$ cat config.mk
export PLATFORM = sky130hd
export DESIGN_NAME = sort_stream_feeder
export DESIGN_NICKNAME = d
export VERILOG_FILES = /design/src/rtl/sort_pkg.sv /design/src/rtl/float_to_qfixed.sv /design/src/rtl/sort_stream_feeder.sv
export SDC_FILE = /design/constraint.sdc
export NUM_CORES = 1
export LEC_CHECK = 0
export ABC_CLOCK_PERIOD_IN_PS = 2500
export CAP_MARGIN = 15
export CORE_ASPECT_RATIO = 0.7
export CORE_MARGIN = 5
export CORE_UTILIZATION = 49
export CTS_BUF_LIST = sky130_fd_sc_hd__clkbuf_4 sky130_fd_sc_hd__clkbuf_8
export DETAILED_ROUTE_END_ITERATION = 7
export GPL_TIMING_DRIVEN = 1
export PLACE_DENSITY_LB_ADDON = 0.2
export SETUP_SLACK_MARGIN = 0.2
export SYNTH_ARGS = -nofsm -noshare
export SYNTH_HDL_FRONTEND = slang
export SYNTH_SLANG_ARGS = --single-unit
$ cat constraint.sdc
create_clock -name clk -period 2.5 [get_ports clk]
set_clock_uncertainty 0.1 [all_clocks]
set_input_delay 0.5 -clock clk [delete_from_list [all_inputs] [get_ports clk]]
set_output_delay 0.5 -clock clk [all_outputs]
set_load 0.005 [all_outputs]
$ cat src/rtl/sort_pkg.sv
// Shared defaults, FSM encoding and Q-format saturation constants for the sort feeder.
package sort_pkg;
  localparam int SORT_N = 23;
  localparam int SORT_M = 8;
  localparam int SORT_L = SORT_N + SORT_M + 1;
  localparam int SORT_K = 10;
  localparam int SORT_S = $clog2(SORT_K) + 1;

  typedef enum logic [1:0] {
    IDLE   = 2'd0,
    START  = 2'd1,
    STREAM = 2'd2
  } state_t;

  localparam logic [31:0] Q_MAX = 32'h7FFF_FFFF;
  localparam logic [31:0] Q_MIN = 32'h8000_0000;
endpackage

$ cat src/rtl/float_to_qfixed.sv
// IEEE-754 single to signed Q(M).(N) in a 32-bit word: truncates toward zero, saturates on overflow/Inf/NaN.
module float_to_qfixed
  import sort_pkg::*;
#(
  parameter int N = SORT_N,
  parameter int M = SORT_M
) (
  input  logic [31:0] f,
  output logic [31:0] q
);
  logic [31:0] mag;
  int          e;
  int          sh;

  always_comb begin
    e   = int'({24'd0, f[30:23]}) - 127;
    // mantissa LSB already weighs 2^-23, so re-align to the 2^-N grid
    sh  = e + N - 23;
    mag = '0;
    if (sh >= 0)
      mag = {8'd0, 1'b1, f[22:0]} << sh[4:0];
    else if (sh > -32)
      mag = {8'd0, 1'b1, f[22:0]} >> 5'(-sh);

    if (f[30:23] == 8'd0)
      q = '0;
    else if (f[30:23] == 8'hFF)
      q = (f[31] && f[22:0] == 23'd0) ? Q_MIN : Q_MAX;
    else if (e >= M)
      q = f[31] ? Q_MIN : Q_MAX;
    else
      q = f[31] ? -mag : mag;
  end
endmodule

$ cat src/rtl/sort_stream_feeder.sv
// Buffers K host words and replays them to the sorter as start pulse + K-word burst.
// Define FLOAT_IN_EN to accept IEEE-754 singles on wr_data and store them as Q(M).(N).
module sort_stream_feeder
  import sort_pkg::*;
#(
  parameter int N = SORT_N,
  parameter int M = SORT_M,
  parameter int L = N + M + 1,
  parameter int K = SORT_K,
  parameter int S = $clog2(K) + 1
) (
  input  logic         clk,
  input  logic         reset,
  input  logic         wr_en,
  input  logic [S-1:0] wr_addr,
  input  logic [L-1:0] wr_data,
  input  logic         go,
  output logic         start,
  output logic [L-1:0] inp_raw,
  output logic [S-1:0] word_idx,
  output logic         busy,
  output logic         done,
  output logic         wr_err
);
  localparam int           AW    = (K > 1) ? $clog2(K) : 1;
  localparam logic [S-1:0] KS    = S'(K);
  localparam logic [S-1:0] KLAST = S'(K - 1);

  state_t         state, state_nx;
  logic [L-1:0]   mem [K];
  logic [L-1:0]   wval;
  logic           wr_ok;
  logic           start_nx, busy_nx, done_nx;
  logic [L-1:0]   inp_nx;
  logic [S-1:0]   idx_nx;

`ifdef FLOAT_IN_EN
  float_to_qfixed #(.N(N), .M(M)) u_cvt (
    .f (wr_data),
    .q (wval)
  );
`else
  assign wval = wr_data;
`endif

  // the done cycle is IDLE, so writes and a fresh go are both legal there
  assign wr_ok = wr_en && (state == IDLE) && (wr_addr < KS);

  always_ff @(posedge clk) begin
    if (reset) state <= IDLE;
    else       state <= state_nx;
  end

  always_comb begin
    state_nx = state;
    case (state)
      IDLE:    if (go) state_nx = START;
      START:   state_nx = STREAM;
      STREAM:  if (word_idx == KLAST) state_nx = IDLE;
      default: state_nx = IDLE;
    endcase
  end

  // word_idx doubles as the stream counter; outputs are the registered copy of these
  always_comb begin
    start_nx = 1'b0;
    busy_nx  = 1'b0;
    done_nx  = 1'b0;
    inp_nx   = '0;
    idx_nx   = '0;
    case (state)
      IDLE: if (go) begin
        start_nx = 1'b1;
        busy_nx  = 1'b1;
      end
      START: begin
        busy_nx = 1'b1;
        inp_nx  = mem[0];
      end
      STREAM: begin
        if (word_idx == KLAST) begin
          done_nx = 1'b1;
        end else begin
          busy_nx = 1'b1;
          idx_nx  = word_idx + S'(1);
          inp_nx  = mem[idx_nx[AW-1:0]];
        end
      end
      default: ;
    endcase
  end

  always_ff @(posedge clk) begin
    if (reset) begin
      start    <= 1'b0;
      busy     <= 1'b0;
      done     <= 1'b0;
      inp_raw  <= '0;
      word_idx <= '0;
      wr_err   <= 1'b0;
      for (int i = 0; i < K; i++) mem[i] <= '0;
    end else begin
      start    <= start_nx;
      busy     <= busy_nx;
      done     <= done_nx;
      inp_raw  <= inp_nx;
      word_idx <= idx_nx;
      wr_err   <= wr_en && !wr_ok;
      if (wr_ok) mem[wr_addr[AW-1:0]] <= wval;
    end
  end
endmodule

; Word-level counts from Yosys, hierarchy flattened
; Memory sizes are Yosys's and may differ from the RTL's.
; Cells that the tools add are included.
[totals]
romBits = 0
out_inout_bits = 41
latchBits = 0
wordCells = 44
ff_bits = 43
mem_count = 1
ram_bits = 320
[classes]
n_reduce_logical = 10
mul = 0
add_sub_neg = 1
order_cmp = 1
muxes = 17
n_shift = 0
bitwise_logic = 2
n_eq_ne = 5
div = 0
[mem_list]
columns = name, words, width, rd, rd_clocked_by_memory_dff, wr, line_no
row1 = mem, 10, 32, 2, 0, 10, sort_stream_feeder.sv:30  ; logic [L-1:0] mem [K];
[op_table]
columns = cell, n
row1 = $mux W32, 2
row2 = $pmux W32 S2, 1
row3 = $reduce_or A32 Y1, 1
row4 = $mux W1, 9
row5 = $pmux W2 S3, 1
row6 = $add A5 B1 Y5 const B, 1
row7 = $eq A5 B4 Y1 const B, 1
row8 = $lt A5 B4 Y1 const B, 1
row9 = $mux W2, 2
row10 = $mux W4, 1
row11 = $ne A2 B2 Y1 const B, 2
row12 = $reduce_or A2 Y1, 2
row13 = $logic_and A1 B1 Y1, 3
row14 = $pmux W1 S3, 1
row15 = $reduce_or A3 Y1, 1
row16 = $eq A2 B1 Y1 const B, 1
row17 = $eq A2 B2 Y1 const B, 1
row18 = $logic_not A2 Y1, 1
row19 = $not A1 Y1, 2
row20 = $reduce_and A2 Y1, 1
row21 = $logic_not A1 Y1, 1

; Depth between registers and ports, before layout
; Gate-level depths: netlist of run 1.
[depth]
depth_word = 8
mapped_depth = 9

; Worst setup path before layout of run 1
; OpenSTA, ideal clock, no wires.
[synth_timing]
path_type = input to register
startpoint = input port wr_addr[1]
endpoint = memory mem[7][0] (netlist name), enable pin
path_stages = 6
path_buffers = 1
setup_time_ps = 394
slack_ps = -129
arrival_ps = 2135
cell_sequence = o21ai_0 -> and4b_1 -> nor2b_1 -> buf_2 -> nand4_1 -> nand2b_1
[synth_lines]
columns = element, line_no
row1 = start: declaration, sort_stream_feeder.sv:15  ; input logic [S-1:0] wr_addr,
row2 = end: declaration, sort_stream_feeder.sv:30

; Worst setup path after layout of run 1
[layout_timing]
startpoint = register word_idx[0]
endpoint = register inp_raw[20]
[layout_between]
elab_chain_len = 4
word_cells_on_any_way = 5
[layout_rtl]
columns = element, line_no
row1 = start: declaration, sort_stream_feeder.sv:20  ; output logic [S-1:0] word_idx,
row2 = start signal: assignment, sort_stream_feeder.sv:107  ; word_idx <= idx_nx;
row3 = $add A5 B1 Y5, sort_stream_feeder.sv:85  ; idx_nx = word_idx + S'(1);
row4 = $mem_v2 Z10 W32, n/a
row5 = $mux W32 *, sort_stream_feeder.sv:81  ; if (word_idx == KLAST) begin
row6 = $pmux W32 S2 *, sort_stream_feeder.sv:71  ; case (state)
row7 = end signal: assignment, sort_stream_feeder.sv:106  ; inp_raw <= inp_nx;
row8 = end: declaration, sort_stream_feeder.sv:19  ; output logic [L-1:0] inp_raw,
; Every way passes the cells marked *; elsewhere a longest branch is shown, timed or not.
; A chain may end at the register's enable or synchronous reset.

==> reports/qor.yml, run 1 <==
floorplanning:
  die_area_sq_mm: 0.0502
  io_pins: 82
  fp.dieW_um: 266
  fp-row-count: 65
  initial_core_util_pct: 49.6
  core_area_sq_mm: 0.0451
  die-height_um: 189
synthesis:
  synth_edf_count: 512
  synthCells: 1413
  synth_area_leaders: "edfxtp_1 69%, mux4_2 13%, nor2_1 5.0%"
  ys_ff_latch: 555
  synth_ff_type: "edfxtp_1"
  syn_avg_cell_area_sq_um: 15.9
  syn_area_sq_mm: 0.0224
  yosysMostFrequentCell: "edfxtp_1"
  yosysTopAreaCell: "edfxtp_1"
  ys.warnings.count: 0
  yosys.cell_types.count: 33
  ys_seq_area_share_pct: 72.5
  ys_top_cells_by_count: "512 x edfxtp_1, 298 x nor2_1, 164 x nand2_1, 128 x mux4_2, 65 x a21oi_1"
  synthArstFlopShare_pct: 0
  synth_top_area_share_pct: 68.6
timing:
  finalCriticalPeriod_ns: 2.24
  final_max_slew_viol_count: 0
  finalSetupViolCount: 0
  timing.final.crit_share_pct: 89.8
  rsz0062_at_grt: "no"
  fmax_mhz: 446
  fin_hold_ws_ns: 0.397
  hold_viol_final: 0
  finalWorstSetupSlack_ns: 0.256
global_route:
  grt_usage_pct: 21.4
  grt_pass1_wl_um: 81600
  antenna_found_initial: 1
  grt_pass1_vias: 13600
  grt-ovfl-total: 0
  grt_start_max_net_pins: 66
cells_and_area:
  nNetsFinal: 1875
  drive_gt1_share_pct: 23.5
  antenna_cells: 0
  area_growth_pct: 24.8
worst_setup_path:
  start_kind: "flip-flop"
  cp.arrival_ns: 2.64
  end_kind: "flip-flop"
  worstPathMaxFanout: 16
  rrSetupSlack_ns: 0.26
  criticalPathCategory: "flip-flop to flip-flop"
  worstReg2RegStart: "word_idx[0]"
  critical_path_required_ns: 2.89
  reg2reg_depth: 7
  cp-startpoint: "word_idx[0]"
  worstReg2RegEnd: "inp_raw[20]"
  worstSetupEndpoint: "inp_raw[20]"
cts:
  insertion_delay_ns: 0.63
  htreeDepth: 3
  clk_pin_slew_ns: 0.06
  ctsHoldBuffers: 0
  cts_tree: "built"
  cts_num_sinks: 555
  cts_made_buffers: 84
  clockRootBuffer: "clkbuf_8"
  ctsLongestPathBuffers: 3
place:
  pre_cts_ws_ns: -0.188
  io_buffers: 81
  hpwl_um: 32200
  place_congestion: 0.753
detailed_routing:
  first_pass_iters: 5
  drt_iter0_markers: 1313
  vias: 13300
  wl_per_cell_um: 21.4
  drc: 0
  antenna_left: 0
  drt-vias-per-instance: 5.32
  drt_wl_total_um: 53500
status:
  status: "finished, final reports clean"
hold_path:
  hold_path.class: "flip-flop to flip-flop"
power:
  total_leakage_power_nw: 10.6
  ir_worst_vdd_uv: 413
  power_density_mw_per_mm2: 725
run:
  maxCapViolCount: 0
-- cell usage in the layout (no fill, tap or decap), types with 2 or more instances in the layout --
cell	n
ha_4	2
nand2b_2	8
nand2b_1	3
clkinv_1	2
nor2_1	298
buf_6	2
edfxtp_1	512
inv_2	2
clkinv_2	10
mux4_2	128
dfxtp_1	41
conb_1	192
buf_16	2
ha_1	5
nand2_1	164
buf_12	54
inv_1	34
nor3b_1	2
nor2b_1	2
nand3_1	7
clkbuf_16	2
buf_4	82
clkbuf_4	44
clkdlybuf4s50_1	81
a211o_1	32
mux2i_1	2
a21oi_1	65
clkbuf_8	99
-- registers in the layout, summed over array words and instances (netlist names) --
register	flops
start	1
done	1
mem	512
word_idx	5
wr_err	1
busy	1
state	2
inp_raw	32
-- layout make-up --
class                      instances  area (sq um)
sequential                       555         16200
timing repair buffer             223          2640
tap                              603           754
multi-input combinational        927          6440
clock inverter                    12          57.6
clock buffer                     143          1690
fill                            3413         17200
inverter                          36           135
-- worst max-delay path, cell delays in order, from the launching register on --
cell and delay (ns):
dfxtp_4 0.42, ha_4 0.14, nand4bb_1 0.26, and2_2 0.36, nand4b_1 0.23, buf_12 0.22, a21oi_1 0.06, a211o_1 0.33
-- worst min-delay path by stage --
stage               cells after the start       start     endpoint
detailed placement                      1   mem[0][0]   inp_raw[0]
global placement                        1  mem[0][27]  inp_raw[27]
floorplan                               1   mem[0][0]   inp_raw[0]
finish                                  1   mem[0][0]   inp_raw[0]
global route                            3       wr_en       wr_err
CTS                                     3       wr_en       wr_err
-- what timing repair did --
| item | CTS | global route |
|---|---|---|
| endpoints found under the setup margin | 172 | 257 |
| resized for setup | 4 | 9 |
| buffers inserted | 3 | 12 |
| pin swaps | 1 | 2 |
| cloned | 0 | 2 |
-- metrics by stage --
| step | setup TNS [ns] | cell area, sq um | util (%) | instances | power [mW] |
|---|---|---|---|---|---|
| after detailed placement | -19.80 | 26000 | 57.5 | 2327 | 12.8 |
| final | 0 | 28000 | 61.9 | 2499 | 20.3 |
| after floorplan | 0 | 23100 | - | 1604 | 11.9 |
| after global placement | -58.12 | 26000 | 57.5 | 2327 | 12.7 |
| after global routing | 0 | 28000 | 61.9 | 2499 | 21.1 |
| after CTS | 0 | 27800 | 61.5 | 2485 | 20.4 |
-- per-layer routing --
metal / up-vias / GRT usage, % / wire length, um
li1: 5903 / - / -
met1: 6699 / 30.5 / 22300
met2: 607 / 33.8 / 25300
met3: 85 / 5.27 / 4830
met4: 0 / 5.49 / 1090
met5: - / 0 / 0
-- cells by family after synthesis --
| group | synth area share [%] |
|---|---|
| xor+xnor | 0.190 |
| mux | 13.0 |
| compound gates | 2.77 |
| simple gates | 8.72 |
| fa+ha+maj | 0.391 |
| other cells | 0.0167 |
| flops | 72.5 |
| buf+inv | 2.47 |
-- report_power, final --
| part | total [mW] | switching (mW) | internal [mW] |
|---|---|---|---|
| Clock | 7.58 | 3.33 | 4.25 |
| Sequential | 10.7 | 0.128 | 10.6 |
| Combinational | 2.01 | 1.01 | 1.01 |
No activity file was read; power rests on OpenSTA's default activity.
==> run 2, diff against run 1 <==
- ABC_CLOCK_PERIOD_IN_PS: 2500 -> 2040
- clock period: 2.5 -> 2.04 ns (I/O delays scaled with it)
==> reports/qor.yml, run 2 (synthesis gave the netlist of run 1 again) <==
cells_and_area:
  top_register: "mem"  # unchanged
  finish.instance_area_sq_mm: 0.0314  # was 0.0280 sq mm
  nNetsFinal: 2000  # was 1875
  area_growth_pct: 40.1  # was 24.8%
  fillCellCount: 2863  # was 3413
  largest_register_ffs: 512  # unchanged
  drive_gt1_share_pct: 36.6  # was 23.5%
  instances_no_fill: 2625  # was 2499
  mostFrequentLayoutCells: "512 x edfxtp_1, 238 x nor2_1, 192 x conb_1"  # was 512 x edfxtp_1, 298 x nor2_1, 192 x conb_1
  layout_commonest_cell: "edfxtp_1"  # unchanged
  biggestRegsByFlops: "mem x512, inp_raw x32, word_idx x5"  # unchanged
status:
  status: "finished, violations left"  # was finished, final reports clean
  violations: "negative setup slack"
timing:
  hold_viol_final: 0  # unchanged
  finalSetupViolCount: 582  # was 0
  tightestPinTransition_ns: 0.677
  final_max_slew_viol_count: 0  # unchanged
  fmax_mhz: 447  # was 446 MHz
  slew-limit-headroom_pct: 54.8
  finalWorstSetupSlack_ns: -0.195  # was 0.256 ns
  finalCriticalPeriod_ns: 2.23  # was 2.24 ns
  rsz0062_at_grt: "yes"  # was no
  timing.final.crit_share_pct: 110  # was 89.8%
detailed_routing:
  drt-vias-per-instance: 5.59  # was 5.32
  drc: 0  # unchanged
  first_pass_iters: 6  # was 5
  drt_iter0_markers: 1960  # was 1313
  antenna_left: 0  # unchanged
  drt_wl_total_um: 65900  # was 53500 um
  vias: 14700  # was 13300
  wl_per_cell_um: 25.1  # was 21.4 um
worst_setup_path:
  end_kind: "flip-flop"  # unchanged
  cp_cell_sequence: "inv_2 -> ha_4 -> and4b_1 -> nor2b_4 -> buf_6 -> nand4_1 -> nand2b_4 -> buf_6 -> buf_12"  # was ha_4 -> nand4bb_1 -> and2_2 -> nand4b_1 -> buf_12 -> a21oi_1 -> a211o_1
  worstSetupEndpoint: "mem[7][1]"  # was inp_raw[20]
  start_kind: "flip-flop"  # unchanged
  cp.arrival_ns: 2.48  # was 2.64 ns
  cp_slowest_cell: "dfxtp_2"  # was dfxtp_4
  path_depth: 9  # was 7
  rrSetupSlack_ns: -0.19  # was 0.26 ns
  worst-path-buf-inv: 4  # was 1
  worstReg2RegEnd: "mem[7][1]"  # was inp_raw[20]
  cpMostUsedCell: "buf_6"
  cp_top_family: "simple AND/OR/NAND/NOR gates"  # unchanged
  critical_path_required_ns: 2.29  # was 2.89 ns
  worstPathMaxFanout: 7  # was 16
  criticalPathCategory: "flip-flop to flip-flop"  # unchanged
  cp-startpoint: "state[1]"  # was word_idx[0]
  reg2reg_depth: 9  # was 7
  max_stage_delay_ns: 0.32  # was 0.42 ns
  worstReg2RegStart: "state[1]"  # was word_idx[0]
global_route:
  antenna_found_initial: 1  # unchanged
  grt_pass1_vias: 14400  # was 13600
  grt_pass1_wl_um: 88300  # was 81600 um
  grt_start_max_net_pins: 35  # was 66
  grt_usage_pct: 23.6  # was 21.4%
  grt-ovfl-total: 0  # unchanged
place:
  dp.cells: 2338  # was 2327
  place_congestion: 0.804  # was 0.753
  hpwl_um: 34500  # was 32200 um
  place_area_sq_mm: 0.0262  # was 0.0260 sq mm
  io_buffers: 81  # unchanged
  pre_cts_ws_ns: -0.569  # was -0.188 ns
cts:
  cts_tree: "built"  # unchanged
  htreeDepth: 3  # unchanged
  clockRootBuffer: "clkbuf_8"  # unchanged
  ctsHoldBuffers: 0  # unchanged
  ctsLongestPathBuffers: 3  # unchanged
  cts_num_sinks: 555  # unchanged
  cts_made_buffers: 84  # unchanged
  clk_pin_slew_ns: 0.06  # about the same
  insertion_delay_ns: 0.65  # was 0.63 ns
run:
  maxCapViolCount: 0  # unchanged
power:
  total_leakage_power_nw: 11.9  # was 10.6 nW
  ir_worst_vdd_uv: 656  # was 413 uV
  p_total_mw: 26.6  # was 20.3 mW
  power_density_mw_per_mm2: 847  # was 725 mW/mm^2
floorplanning:
  fp-row-count: 65  # unchanged
  initial_core_util_pct: 49.6  # unchanged
  io_pins: 82  # unchanged
  die_area_sq_mm: 0.0502  # unchanged
  core_area_sq_mm: 0.0451  # unchanged
  fp.dieW_um: 266  # unchanged
  die-height_um: 189  # unchanged
hold_path:
  hold_path.class: "flip-flop to flip-flop"  # unchanged
[run 2: changes by cell type in the layout (fill, tap and decap cells not counted), moves of 16 or more]
cell       previous run  this run
nand2_1             164       105
buf_8                 0        16
nand2_4               0        18
buf_6                 2        49
nor2_4                0        32
buf_12               54        71
nor2_2                0        28
buf_16                2        18
nand2_2               0        29
nor2_1              298       238
nand2_8               0        23
inv_1                34        10
clkbuf_16             2        23
[run 2: worst min-delay path by stage]
stage	cells after the start	to	start	slack, ns
after global placement	1	inp_raw[31]	mem[0][31]	0.39
after global routing	1	inp_raw[12]	mem[0][12]	0.43
final	1	inp_raw[22]	mem[0][22]	0.40
after floorplan	1	inp_raw[0]	mem[0][0]	0.35
after detailed placement	1	inp_raw[31]	mem[0][31]	0.39
after CTS	1	inp_raw[26]	mem[0][26]	0.41
[run 2: worst register-to-register path, cell delays in order (launching register included)]
cell      delay, ns
dfxtp_2        0.32
inv_2          0.07
ha_4           0.16
and4b_1        0.27
nor2b_4        0.22
buf_6          0.14
nand4_1        0.19
nand2b_4       0.20
buf_6          0.14
buf_12         0.13
[run 2: report_power, final]
part           total [mW]  switching [mW]  internal [mW]
logic                3.55            1.71           1.84
clock network        9.92            4.31           5.62
registers            13.1           0.166           12.9
[run 2: final cells by class]
class | count | area, sq um | share of cell area (%)
clock inverters | 15 | 149 | 0.474
multi-input cells | 938 | 7580 | 24.1
diodes | 1 | 2.50 | 0.00797
repair buffers | 337 | 4750 | 15.1
flip-flops and latches | 555 | 16200 | 51.8
well taps | 603 | 754 | 2.40
inverters | 36 | 201 | 0.642
clock buffers | 140 | 1700 | 5.40
[run 2: what timing repair did]
| action | in CTS | in global routing |
|---|---|---|
| gates cloned | 23 | 33 |
| endpoints found under the setup margin | 872 | 905 |
| setup buffers | 47 | 28 |
| resized for setup | 183 | 206 |
| pin swaps | 24 | 48 |
[run 2: through the flow]
step	TNS (ns)	utilization (%)	hold slack, ns
after floorplan	-0.0122	-	0.349
after global placement	-323.57	58.0	0.394
after detailed placement	-318.44	58.0	0.388
after CTS	-9.98	65.7	0.405
after global routing	-74.01	69.5	0.434
final	-51.98	69.5	0.401
[run 2: layer usage]
layer | track usage, % | up-vias | part of all wire, %
met5 | 1.06 | - | 0
met2 | 35.8 | 926 | 46
met3 | 6.70 | 155 | 12
li1 | - | 6215 | -
met4 | 7.44 | 0 | 3.2
met1 | 33.5 | 7382 | 38
==> run 3, diff against run 2 <==
- TNS_END_PERCENT: unset -> 50
==> results of run 3 <==
The final DEF is identical to that of run 2; final timing and power are the same.
